**src/rtl/datapath_sequencer_if.sv**
```systemverilog
// Handshake and control bundle between the datapath sequencer and the CPU datapath.
// The sequencer uses the master modport and the datapath uses the slave modport.
interface datapath_sequencer_if;
    logic        start;
    logic [15:0] instr;
    logic        cond_true;
    logic        mem_ready;
    logic        IR_load;
    logic        PC_en;
    logic [1:0]  PC_sel;
    logic        mem_req;
    logic        mem_we;
    logic        addr_sel;
    logic        RF_we;
    logic        wb_sel;
    logic        alu_imm;
    logic        illegal;
    logic        halted;
    logic        mem_err;

    modport master (
        input  start, instr, cond_true, mem_ready,
        output IR_load, PC_en, PC_sel, mem_req, mem_we, addr_sel,
               RF_we, wb_sel, alu_imm, illegal, halted, mem_err
    );

    modport slave (
        output start, instr, cond_true, mem_ready,
        input  IR_load, PC_en, PC_sel, mem_req, mem_we, addr_sel,
               RF_we, wb_sel, alu_imm, illegal, halted, mem_err
    );
endinterface

```
**src/rtl/datapath_sequencer.sv**
```systemverilog
// Multi-cycle fetch/decode/execute/mem/writeback/pc-update control sequencer.
// Optional memory-wait watchdog enabled by defining SEQ_TIMEOUT_EN.
module datapath_sequencer #(
    parameter int TIMEOUT = 16
) (
    input  logic                   clk,
    input  logic                   reset,
    datapath_sequencer_if.master   bus
);

    localparam logic [2:0] S_IDLE      = 3'd0;
    localparam logic [2:0] S_FETCH     = 3'd1;
    localparam logic [2:0] S_DECODE    = 3'd2;
    localparam logic [2:0] S_EXECUTE   = 3'd3;
    localparam logic [2:0] S_MEM       = 3'd4;
    localparam logic [2:0] S_WRITEBACK = 3'd5;
    localparam logic [2:0] S_PCUPDATE  = 3'd6;
    localparam logic [2:0] S_HALT      = 3'd7;

    localparam logic [2:0] C_ALU_REG = 3'd0;
    localparam logic [2:0] C_ALU_IMM = 3'd1;
    localparam logic [2:0] C_LOAD    = 3'd2;
    localparam logic [2:0] C_STORE   = 3'd3;
    localparam logic [2:0] C_BRANCH  = 3'd4;
    localparam logic [2:0] C_NOP     = 3'd5;
    localparam logic [2:0] C_HALT    = 3'd6;

    // Illegal encodings map to C_NOP; they still retire through PCUPDATE.
    function automatic logic [2:0] classify(input logic [3:0] op, input logic [3:0] ext);
        logic [2:0] cls;
        case (op)
            4'h0:                         cls = C_ALU_REG;
            4'h1, 4'h2, 4'h3, 4'h5, 4'h6,
            4'h7, 4'h9, 4'hB, 4'hD:       cls = C_ALU_IMM;
            4'h4: begin
                if (ext == 4'h0) begin
                    cls = C_LOAD;
                end else if (ext == 4'h4) begin
                    cls = C_STORE;
                end else begin
                    cls = C_NOP;
                end
            end
            4'hC:                         cls = C_BRANCH;
            4'hF:                         cls = C_HALT;
            default:                      cls = C_NOP;
        endcase
        return cls;
    endfunction

    logic [2:0] state_r;
    logic [2:0] state_nxt_s;
    logic [2:0] cls_r;
    logic [2:0] dec_cls_s;
    logic       waiting_s;
    logic       timeout_hit_s;
    logic       mem_err_s;

    logic       ir_load_s;
    logic       pc_en_s;
    logic [1:0] pc_sel_s;
    logic       mem_req_s;
    logic       mem_we_s;
    logic       addr_sel_s;
    logic       rf_we_s;
    logic       wb_sel_s;
    logic       alu_imm_s;
    logic       illegal_s;
    logic       halted_s;

    logic       unused_instr_s;
    assign unused_instr_s = ^{bus.instr[11:8], bus.instr[3:0]};

    assign dec_cls_s = classify(bus.instr[15:12], bus.instr[7:4]);
    assign waiting_s = ((state_r == S_FETCH) || (state_r == S_MEM)) && !bus.mem_ready;

`ifdef SEQ_TIMEOUT_EN
    localparam int CW = $clog2(TIMEOUT + 1);

    logic [CW-1:0] wait_cnt_r;
    logic          mem_err_r;

    assign timeout_hit_s = waiting_s && (wait_cnt_r == CW'(TIMEOUT - 1));
    assign mem_err_s     = mem_err_r;

    // Consecutive-wait counter; a timeout forces a state change, which clears it.
    always_ff @(posedge clk or negedge reset) begin
        if (!reset) begin
            wait_cnt_r <= '0;
        end else if (waiting_s && !timeout_hit_s) begin
            wait_cnt_r <= wait_cnt_r + CW'(1);
        end else begin
            wait_cnt_r <= '0;
        end
    end

    // Sticky watchdog fault flag.
    always_ff @(posedge clk or negedge reset) begin
        if (!reset) begin
            mem_err_r <= 1'b0;
        end else if (timeout_hit_s) begin
            mem_err_r <= 1'b1;
        end else begin
            mem_err_r <= mem_err_r;
        end
    end
`else
    logic unused_timeout_s;
    assign unused_timeout_s = (TIMEOUT > 0);
    assign timeout_hit_s    = 1'b0;
    assign mem_err_s        = 1'b0;
`endif

    // State register and instruction class latched during DECODE.
    always_ff @(posedge clk or negedge reset) begin
        if (!reset) begin
            state_r <= S_IDLE;
            cls_r   <= C_NOP;
        end else begin
            state_r <= state_nxt_s;
            if (state_r == S_DECODE) begin
                cls_r <= dec_cls_s;
            end
        end
    end

    // Next-state selection.
    always_comb begin
        state_nxt_s = state_r;
        case (state_r)
            S_IDLE: begin
                if (bus.start) begin
                    state_nxt_s = S_FETCH;
                end else begin
                    state_nxt_s = S_IDLE;
                end
            end
            S_FETCH: begin
                if (timeout_hit_s) begin
                    state_nxt_s = S_HALT;
                end else if (bus.mem_ready) begin
                    state_nxt_s = S_DECODE;
                end else begin
                    state_nxt_s = S_FETCH;
                end
            end
            S_DECODE: begin
                case (dec_cls_s)
                    C_ALU_REG, C_ALU_IMM,
                    C_LOAD, C_STORE:      state_nxt_s = S_EXECUTE;
                    C_HALT:               state_nxt_s = S_HALT;
                    default:              state_nxt_s = S_PCUPDATE;
                endcase
            end
            S_EXECUTE: begin
                if ((cls_r == C_LOAD) || (cls_r == C_STORE)) begin
                    state_nxt_s = S_MEM;
                end else begin
                    state_nxt_s = S_WRITEBACK;
                end
            end
            S_MEM: begin
                if (timeout_hit_s) begin
                    state_nxt_s = S_HALT;
                end else if (!bus.mem_ready) begin
                    state_nxt_s = S_MEM;
                end else if (cls_r == C_LOAD) begin
                    state_nxt_s = S_WRITEBACK;
                end else begin
                    state_nxt_s = S_PCUPDATE;
                end
            end
            S_WRITEBACK: state_nxt_s = S_PCUPDATE;
            S_PCUPDATE:  state_nxt_s = S_FETCH;
            S_HALT:      state_nxt_s = S_HALT;
            default:     state_nxt_s = S_IDLE;
        endcase
    end

    // Datapath enables decoded from state; IR_load, illegal and PC_sel also use live inputs.
    always_comb begin
        ir_load_s  = 1'b0;
        pc_en_s    = 1'b0;
        pc_sel_s   = 2'b00;
        mem_req_s  = 1'b0;
        mem_we_s   = 1'b0;
        addr_sel_s = 1'b0;
        rf_we_s    = 1'b0;
        wb_sel_s   = 1'b0;
        alu_imm_s  = 1'b0;
        illegal_s  = 1'b0;
        halted_s   = 1'b0;
        case (state_r)
            S_FETCH: begin
                mem_req_s = 1'b1;
                ir_load_s = bus.mem_ready;
            end
            S_DECODE: begin
                alu_imm_s = (dec_cls_s == C_ALU_IMM);
                illegal_s = (dec_cls_s == C_NOP);
            end
            S_EXECUTE: begin
                alu_imm_s = (cls_r == C_ALU_IMM);
            end
            S_MEM: begin
                mem_req_s  = 1'b1;
                addr_sel_s = 1'b1;
                mem_we_s   = (cls_r == C_STORE);
            end
            S_WRITEBACK: begin
                rf_we_s  = 1'b1;
                wb_sel_s = (cls_r == C_LOAD);
            end
            S_PCUPDATE: begin
                pc_en_s = 1'b1;
                if ((cls_r == C_BRANCH) && bus.cond_true) begin
                    pc_sel_s = 2'b01;
                end else begin
                    pc_sel_s = 2'b00;
                end
            end
            S_HALT: begin
                halted_s = 1'b1;
            end
            default: begin
                halted_s = 1'b0;
            end
        endcase
    end

    assign bus.IR_load  = ir_load_s;
    assign bus.PC_en    = pc_en_s;
    assign bus.PC_sel   = pc_sel_s;
    assign bus.mem_req  = mem_req_s;
    assign bus.mem_we   = mem_we_s;
    assign bus.addr_sel = addr_sel_s;
    assign bus.RF_we    = rf_we_s;
    assign bus.wb_sel   = wb_sel_s;
    assign bus.alu_imm  = alu_imm_s;
    assign bus.illegal  = illegal_s;
    assign bus.halted   = halted_s;
    assign bus.mem_err  = mem_err_s;

endmodule

```
**src/flat_wrapper.sv**
```systemverilog
// flat-port wrapper written by rule: the top's interface ports become plain ports
module datapath_sequencer_flat 
#(
    parameter int TIMEOUT = 16
)
  (clk, reset, bus_start, bus_instr, bus_cond_true, bus_mem_ready, bus_IR_load, bus_PC_en, bus_PC_sel, bus_mem_req, bus_mem_we, bus_addr_sel, bus_RF_we, bus_wb_sel, bus_alu_imm, bus_illegal, bus_halted, bus_mem_err);
  datapath_sequencer_if bus_i ();
  input  logic clk;
  input  logic reset;
  input wire logic [$bits(bus_i.start)-1:0] bus_start;
  input wire logic [$bits(bus_i.instr)-1:0] bus_instr;
  input wire logic [$bits(bus_i.cond_true)-1:0] bus_cond_true;
  input wire logic [$bits(bus_i.mem_ready)-1:0] bus_mem_ready;
  output wire logic [$bits(bus_i.IR_load)-1:0] bus_IR_load;
  output wire logic [$bits(bus_i.PC_en)-1:0] bus_PC_en;
  output wire logic [$bits(bus_i.PC_sel)-1:0] bus_PC_sel;
  output wire logic [$bits(bus_i.mem_req)-1:0] bus_mem_req;
  output wire logic [$bits(bus_i.mem_we)-1:0] bus_mem_we;
  output wire logic [$bits(bus_i.addr_sel)-1:0] bus_addr_sel;
  output wire logic [$bits(bus_i.RF_we)-1:0] bus_RF_we;
  output wire logic [$bits(bus_i.wb_sel)-1:0] bus_wb_sel;
  output wire logic [$bits(bus_i.alu_imm)-1:0] bus_alu_imm;
  output wire logic [$bits(bus_i.illegal)-1:0] bus_illegal;
  output wire logic [$bits(bus_i.halted)-1:0] bus_halted;
  output wire logic [$bits(bus_i.mem_err)-1:0] bus_mem_err;
  assign bus_i.start = bus_start;
  assign bus_i.instr = bus_instr;
  assign bus_i.cond_true = bus_cond_true;
  assign bus_i.mem_ready = bus_mem_ready;
  assign bus_IR_load = bus_i.IR_load;
  assign bus_PC_en = bus_i.PC_en;
  assign bus_PC_sel = bus_i.PC_sel;
  assign bus_mem_req = bus_i.mem_req;
  assign bus_mem_we = bus_i.mem_we;
  assign bus_addr_sel = bus_i.addr_sel;
  assign bus_RF_we = bus_i.RF_we;
  assign bus_wb_sel = bus_i.wb_sel;
  assign bus_alu_imm = bus_i.alu_imm;
  assign bus_illegal = bus_i.illegal;
  assign bus_halted = bus_i.halted;
  assign bus_mem_err = bus_i.mem_err;
  datapath_sequencer #(.TIMEOUT(TIMEOUT)) u_core (.clk(clk), .reset(reset), .bus(bus_i));
endmodule
```
**config.mk**
```make
export PLATFORM = sky130hd
export DESIGN_NAME = datapath_sequencer_flat
export DESIGN_NICKNAME = d
export VERILOG_FILES = /design/src/rtl/datapath_sequencer_if.sv /design/src/rtl/datapath_sequencer.sv /design/src/flat_wrapper.sv
export SDC_FILE = /design/constraint.sdc
export NUM_CORES = 1
export LEC_CHECK = 0
export CAP_MARGIN = 20
export CORE_UTILIZATION = 38
export CTS_CLUSTER_DIAMETER = 30
export DETAILED_ROUTE_END_ITERATION = 8
export HOLD_SLACK_MARGIN = 0.15
export PLACE_DENSITY = 0.86
export SETUP_SLACK_MARGIN = 0.1
export SYNTH_ARGS = -nofsm -noshare
export SYNTH_HDL_FRONTEND = slang
export SYNTH_SLANG_ARGS = --single-unit
```
**constraint.sdc**
```tcl
create_clock -name clk -period 4.3 [get_ports clk]
set_input_delay 0.86 -clock clk [delete_from_list [all_inputs] [get_ports clk]]
set_output_delay 0.86 -clock clk [all_outputs]
set_load 0.01 [all_outputs]
```
# --- After elaboration in Yosys (flattened, before gate mapping) ---
# Index checks and enable logic that the tools add are counted.
totals:
  register_bits: 6
  in_bits: 21
  out_inout_bits: 13
  wordCells: 62
op_classes:
  n_eq_ne: 29
  muxes: 22
  n_reduce_logical: 9
op_table:
  columns: ["op", "n"]
  rows:
  - ["$pmux W3 S8", 1]
  - ["$eq A3 B3 Y1 const B", 7]
  - ["$eq A4 B3 Y1 const B", 5]
  - ["$eq A4 B4 Y1 const B", 5]
  - ["$eq A3 B2 Y1 const B", 6]
  - ["$pmux W3 S5", 1]
  - ["$mux W1", 12]
  - ["$eq A3 B1 Y1 const B", 3]
  - ["$mux W3", 3]
  - ["$reduce_or A9 Y1", 1]
  - ["$eq A4 B2 Y1 const B", 2]
  - ["$logic_not A4 Y1", 2]
  - ["$logic_not A3 Y1", 2]
  - ["$mux W2", 3]
  - ["$pmux W3 S2", 1]
  - ["$eq A4 B1 Y1 const B", 1]
  - ["$reduce_or A4 Y1", 1]
  - ["$pmux W1 S2", 1]
  - ["$reduce_or A2 Y1", 1]
  - ["$logic_and A1 B1 Y1", 1]
  - ["$logic_or A1 B1 Y1", 1]

# --- Depth between registers and ports, before layout ---
logic_depth:
  ltp_word: 8
  depth_mapped: 7
  depth_no_buf: 5

# --- Worst setup path after synthesis ---
# No wires, ideal clock.
synth_timing:
  path_type: "input to output"
  start: "in bus_instr[5]"
  end: "out bus_illegal"
  arrival_ns: 1.565
  t_required_ns: 3.440
  slack_ns: 1.875
  path_stages: 4
  path_cell_list: "or3_1 -> nor3b_1 -> a21oi_1 -> nor3_1"
synth_via:
  elab_chain_cells: 6
  elab_cells_between_ends: 7
  classes_between: "eq/ne (2); mux (4); reduce/logical (1)"
synth_lines:
  columns: ["element", "line_no", "rtl"]
  rows:
  - ["start, declared", "flat_wrapper.sv:11", "input wire logic [$bits(bus_i.instr)-1:0] bus_instr;"]
  - ["$eq A4 B3 Y1", "datapath_sequencer.sv:38", "end else if (ext == 4'h4) begin"]
  - ["$mux W3", "datapath_sequencer.sv:38", null]
  - ["$mux W3 (*)", "datapath_sequencer.sv:36", "if (ext == 4'h0) begin"]
  - ["$pmux W3 S5 (*)", "datapath_sequencer.sv:31", "case (op)"]
  - ["$eq A3 B3 Y1 (*)", "datapath_sequencer.sv:200", "illegal_s = (dec_cls_s == C_NOP);"]
  - ["$mux W1 (*)", "datapath_sequencer.sv:193", "case (state_r)"]
  - ["end, declared", "flat_wrapper.sv:23", "output wire logic [$bits(bus_i.illegal)-1:0] bus_illegal;"]
# Mark *: on every way between the ends. The rest lies on a longest branch, timed or not.

# --- Final worst setup path ---
layout_timing:
  start: "in bus_instr[14]"
  end: "out bus_illegal"
layout_via:
  elab_chain_cells: 5
  elab_cells_between_ends: 17
  classes_between: "eq/ne (13); mux (2); reduce/logical (2)"
layout_lines:
  columns: ["element", "line_no"]
  rows:
  - ["$eq A4 B1 Y1, or another cell as far along", "datapath_sequencer.sv:31"]
  - ["$reduce_or A9 Y1", "datapath_sequencer.sv:31"]
  - ["$pmux W3 S5 (*)", "datapath_sequencer.sv:31"]
  - ["$eq A3 B3 Y1 (*)", "datapath_sequencer.sv:200"]
  - ["$mux W1 (*)", "datapath_sequencer.sv:193"]
# Marks and branches as above.

==> results.sh <==
export IMPL_status="finished clean"
export IMPL_finalClockSkew_ns=0.00761
export IMPL_ys_ff_latch=6
export IMPL_finalWeightedCongestion=0.759
export IMPL_antenna_found_initial=0
export IMPL_ir_worst_vdd_mv=0.234
export IMPL_setup_tns_ns=0
export IMPL_crit_path_max_fanout=7
export IMPL_max_freq_mhz=295
export IMPL_crit_type="in -> out"
export IMPL_synth_cell_types=34
export IMPL_vias=624
export IMPL_p_per_area_mw_per_mm2=563
export IMPL_p_total_uw=445
export IMPL_post_cts_buffers=0
export IMPL_post_drt_wl_per_cell_um=11.9
export IMPL_cts_tree="built"
export IMPL_worstPathArrival_ns=2.53
export IMPL_ant_nets=0
export IMPL_syn_inst=73
export IMPL_grt_use_total_pct=20.4
export IMPL_core_area_mm2=0.00133
export IMPL_critical_path_slowest_cell="clkdlybuf4s50_1"
export IMPL_hold_viol_final=0
export IMPL_drt_iter0_drc=15
export IMPL_cts_max_level=1
export IMPL_fp_dieH_um=40.2
export IMPL_path_cells="clkdlybuf4s50_1 -> nand2_1 -> nor3b_1 -> a21oi_1 -> nor3_1 -> clkdlybuf4s50_1"
export IMPL_diodes=0
export IMPL_cts_buffers=3
export IMPL_fin_hold_ws_ns=0.519
export IMPL_most_common_layout_cells="clkdlybuf4s50_1, nand2_1, nor2_1"
export IMPL_cp_common_cell="clkdlybuf4s50_1"
export IMPL_critical_path_top_delay_family="buffers and inverters"
export IMPL_rows=13
export IMPL_route_top_layer_used="met4"
export IMPL_vias_per_cell=5.67
export IMPL_grt_max_degree=11
export IMPL_first_pass_iters=4
export IMPL_drcViolationCount=0
export IMPL_drive_above_1_share_pct=12.6
export IMPL_ctsResizeCount=0
export IMPL_stdcell_count=110
export IMPL_netlist_area_um2=553
export IMPL_cpPeakStageDelay_ns=0.61
export IMPL_synth_warnings=0
export IMPL_grt_pass1_wl_um=2110
export IMPL_synth_top_cell_area_share_pct=18.1
export IMPL_io_pins=34
export IMPL_power_leakage_uw=0.000305
export IMPL_cap_viol_max_count=0
export IMPL_wl_met2_um=638
export IMPL_place_inst=106
export IMPL_avgSynthCellArea_um2=7.58
export IMPL_overflow=0
export IMPL_clock_sinks=6
export IMPL_initial_utilization_pct=41.5
export IMPL_cts_hold_buf=0
export IMPL_dp_hpwl_um=1040
export IMPL_nets=117
export IMPL_wl_met3_um=82
export IMPL_hold_path_class="reg -> reg"
export IMPL_crit_path_end_kind="primary output"
export IMPL_cts_clk_slew_worst_paths_ns=0.04
export IMPL_wl_met1_um=525
export IMPL_rsz0062_at_grt="false"
export IMPL_yosysSeqAreaShare_pct=27.6
export IMPL_slew_viol_final=0
export IMPL_wl_um=1310
export IMPL_synth_area_leaders="dfrtp_1, dfstp_2, nand2_1, nor2_1, a21oi_1"
export IMPL_synth_top_area_cell="dfrtp_1"
export IMPL_finalCritPeriodShare_pct=78.8
export IMPL_crit_required_ns=3.44
export IMPL_die_w_um=40.2
export IMPL_period_needed_ns=3.39
export IMPL_area_growth_pct=43.0
export IMPL_clk_insertion_delay_late_ns=0.25
export IMPL_fillers=133
export IMPL_clockBufferDepth=2
export IMPL_finalSetupViolCount=0
export IMPL_final_common_cell="clkdlybuf4s50_1"
export IMPL_grt_pass1_vias=532
export IMPL_port_buffers=23
export IMPL_timing_critical_path_buf_inv=2
export IMPL_dieArea_mm2=0.00161
export IMPL_cts_root_buf="clkbuf_4"
export IMPL_start_kind="primary input"
export IMPL_final_util_pct=59.3
## Yosys cell counts (all sizes together)
cell type and n:
dfstp 2, o211ai 1, nand2b 2, a32o 1, conb 1, or3b 1, or3 3, dfrtp 4
a21oi 6, nor3b 1, or2 1, a211oi 2, a221oi 1, nor4b 2, a21bo 1, buf 6
nand2 10, a21o 1, nor4 2, inv 3, nor2 11, nor3 4, o21ai 3, nand4 1
o41ai 1, nand3 2
## worst register-to-register path: stages (launching register included)
cell	delay (ns)
dfrtp_1	0.54
inv_4	0.10
or3_1	0.53
nor2_4	0.17
nor3_1	0.07
a21oi_2	0.11
## state kept, by name, indices dropped and copies added (netlist names)
| signal | flops |
|---|---|
| u_core.cls_r | 3 |
| u_core.state_r | 3 |
## final cells by class
cell class              instances  area (um^2)  area share (%)
multi-input cells              59          349            44.1
repair buffers                 23          230            29.1
flip-flops and latches          6          153            19.3
clock buffers                   4         26.3            3.32
well taps                      15         18.8            2.37
inverters                       3         13.8            1.74
## report_power, final
group	leakage, uW	switching (uW)	internal (uW)	total (uW)
combinational	0.000221	114	121	235
clock	0.0000150	22.5	35.3	57.7
sequential	0.0000689	59.0	93.4	152
total	0.000305	196	250	445
## metrics by stage
stage	setup slack [ns]	instance area (um^2)
after global placement	0.949	764
after detailed placement	0.920	764
after CTS	0.902	791
final	0.912	791
after floorplan	1.87	557
after global routing	0.803	791
## cell families after synthesis
group,count (synthesis),share of synthesized area (%)
buf+inv,9,9.95
flops,6,27.6
other cells,1,0.678
simple gates,40,38.7
compound gates,17,23.1
## routing by layer
metal  GRT usage [%]  vias to the layer above
met5               0                        -
met4            20.7                        0
met3            1.67                        6
met2            37.5                       31
met1            18.9                      282
li1                -                      305
## final timing paths
path                                                  start                     endpoint  slack, ns  cells past startpoint
max in group asynchronous                             reset  u_core.cls_r[0]$_DFFE_PN1P_       3.18                      1
worst min-delay path            u_core.cls_r[2]$_DFFE_PN1P_  u_core.cls_r[2]$_DFFE_PN1P_       0.52                      2
worst min register to register  u_core.cls_r[2]$_DFFE_PN1P_  u_core.cls_r[2]$_DFFE_PN1P_       0.52                      2
worst max register to register  u_core.state_r[1]$_DFF_PN0_  u_core.state_r[0]$_DFF_PN0_       2.72                      5
min in group asynchronous                             reset  u_core.state_r[1]$_DFF_PN0_       0.84                      1
worst max-delay path                          bus_instr[14]                  bus_illegal       0.91                      6
Note: power is estimated with default switching activity, not from simulation.
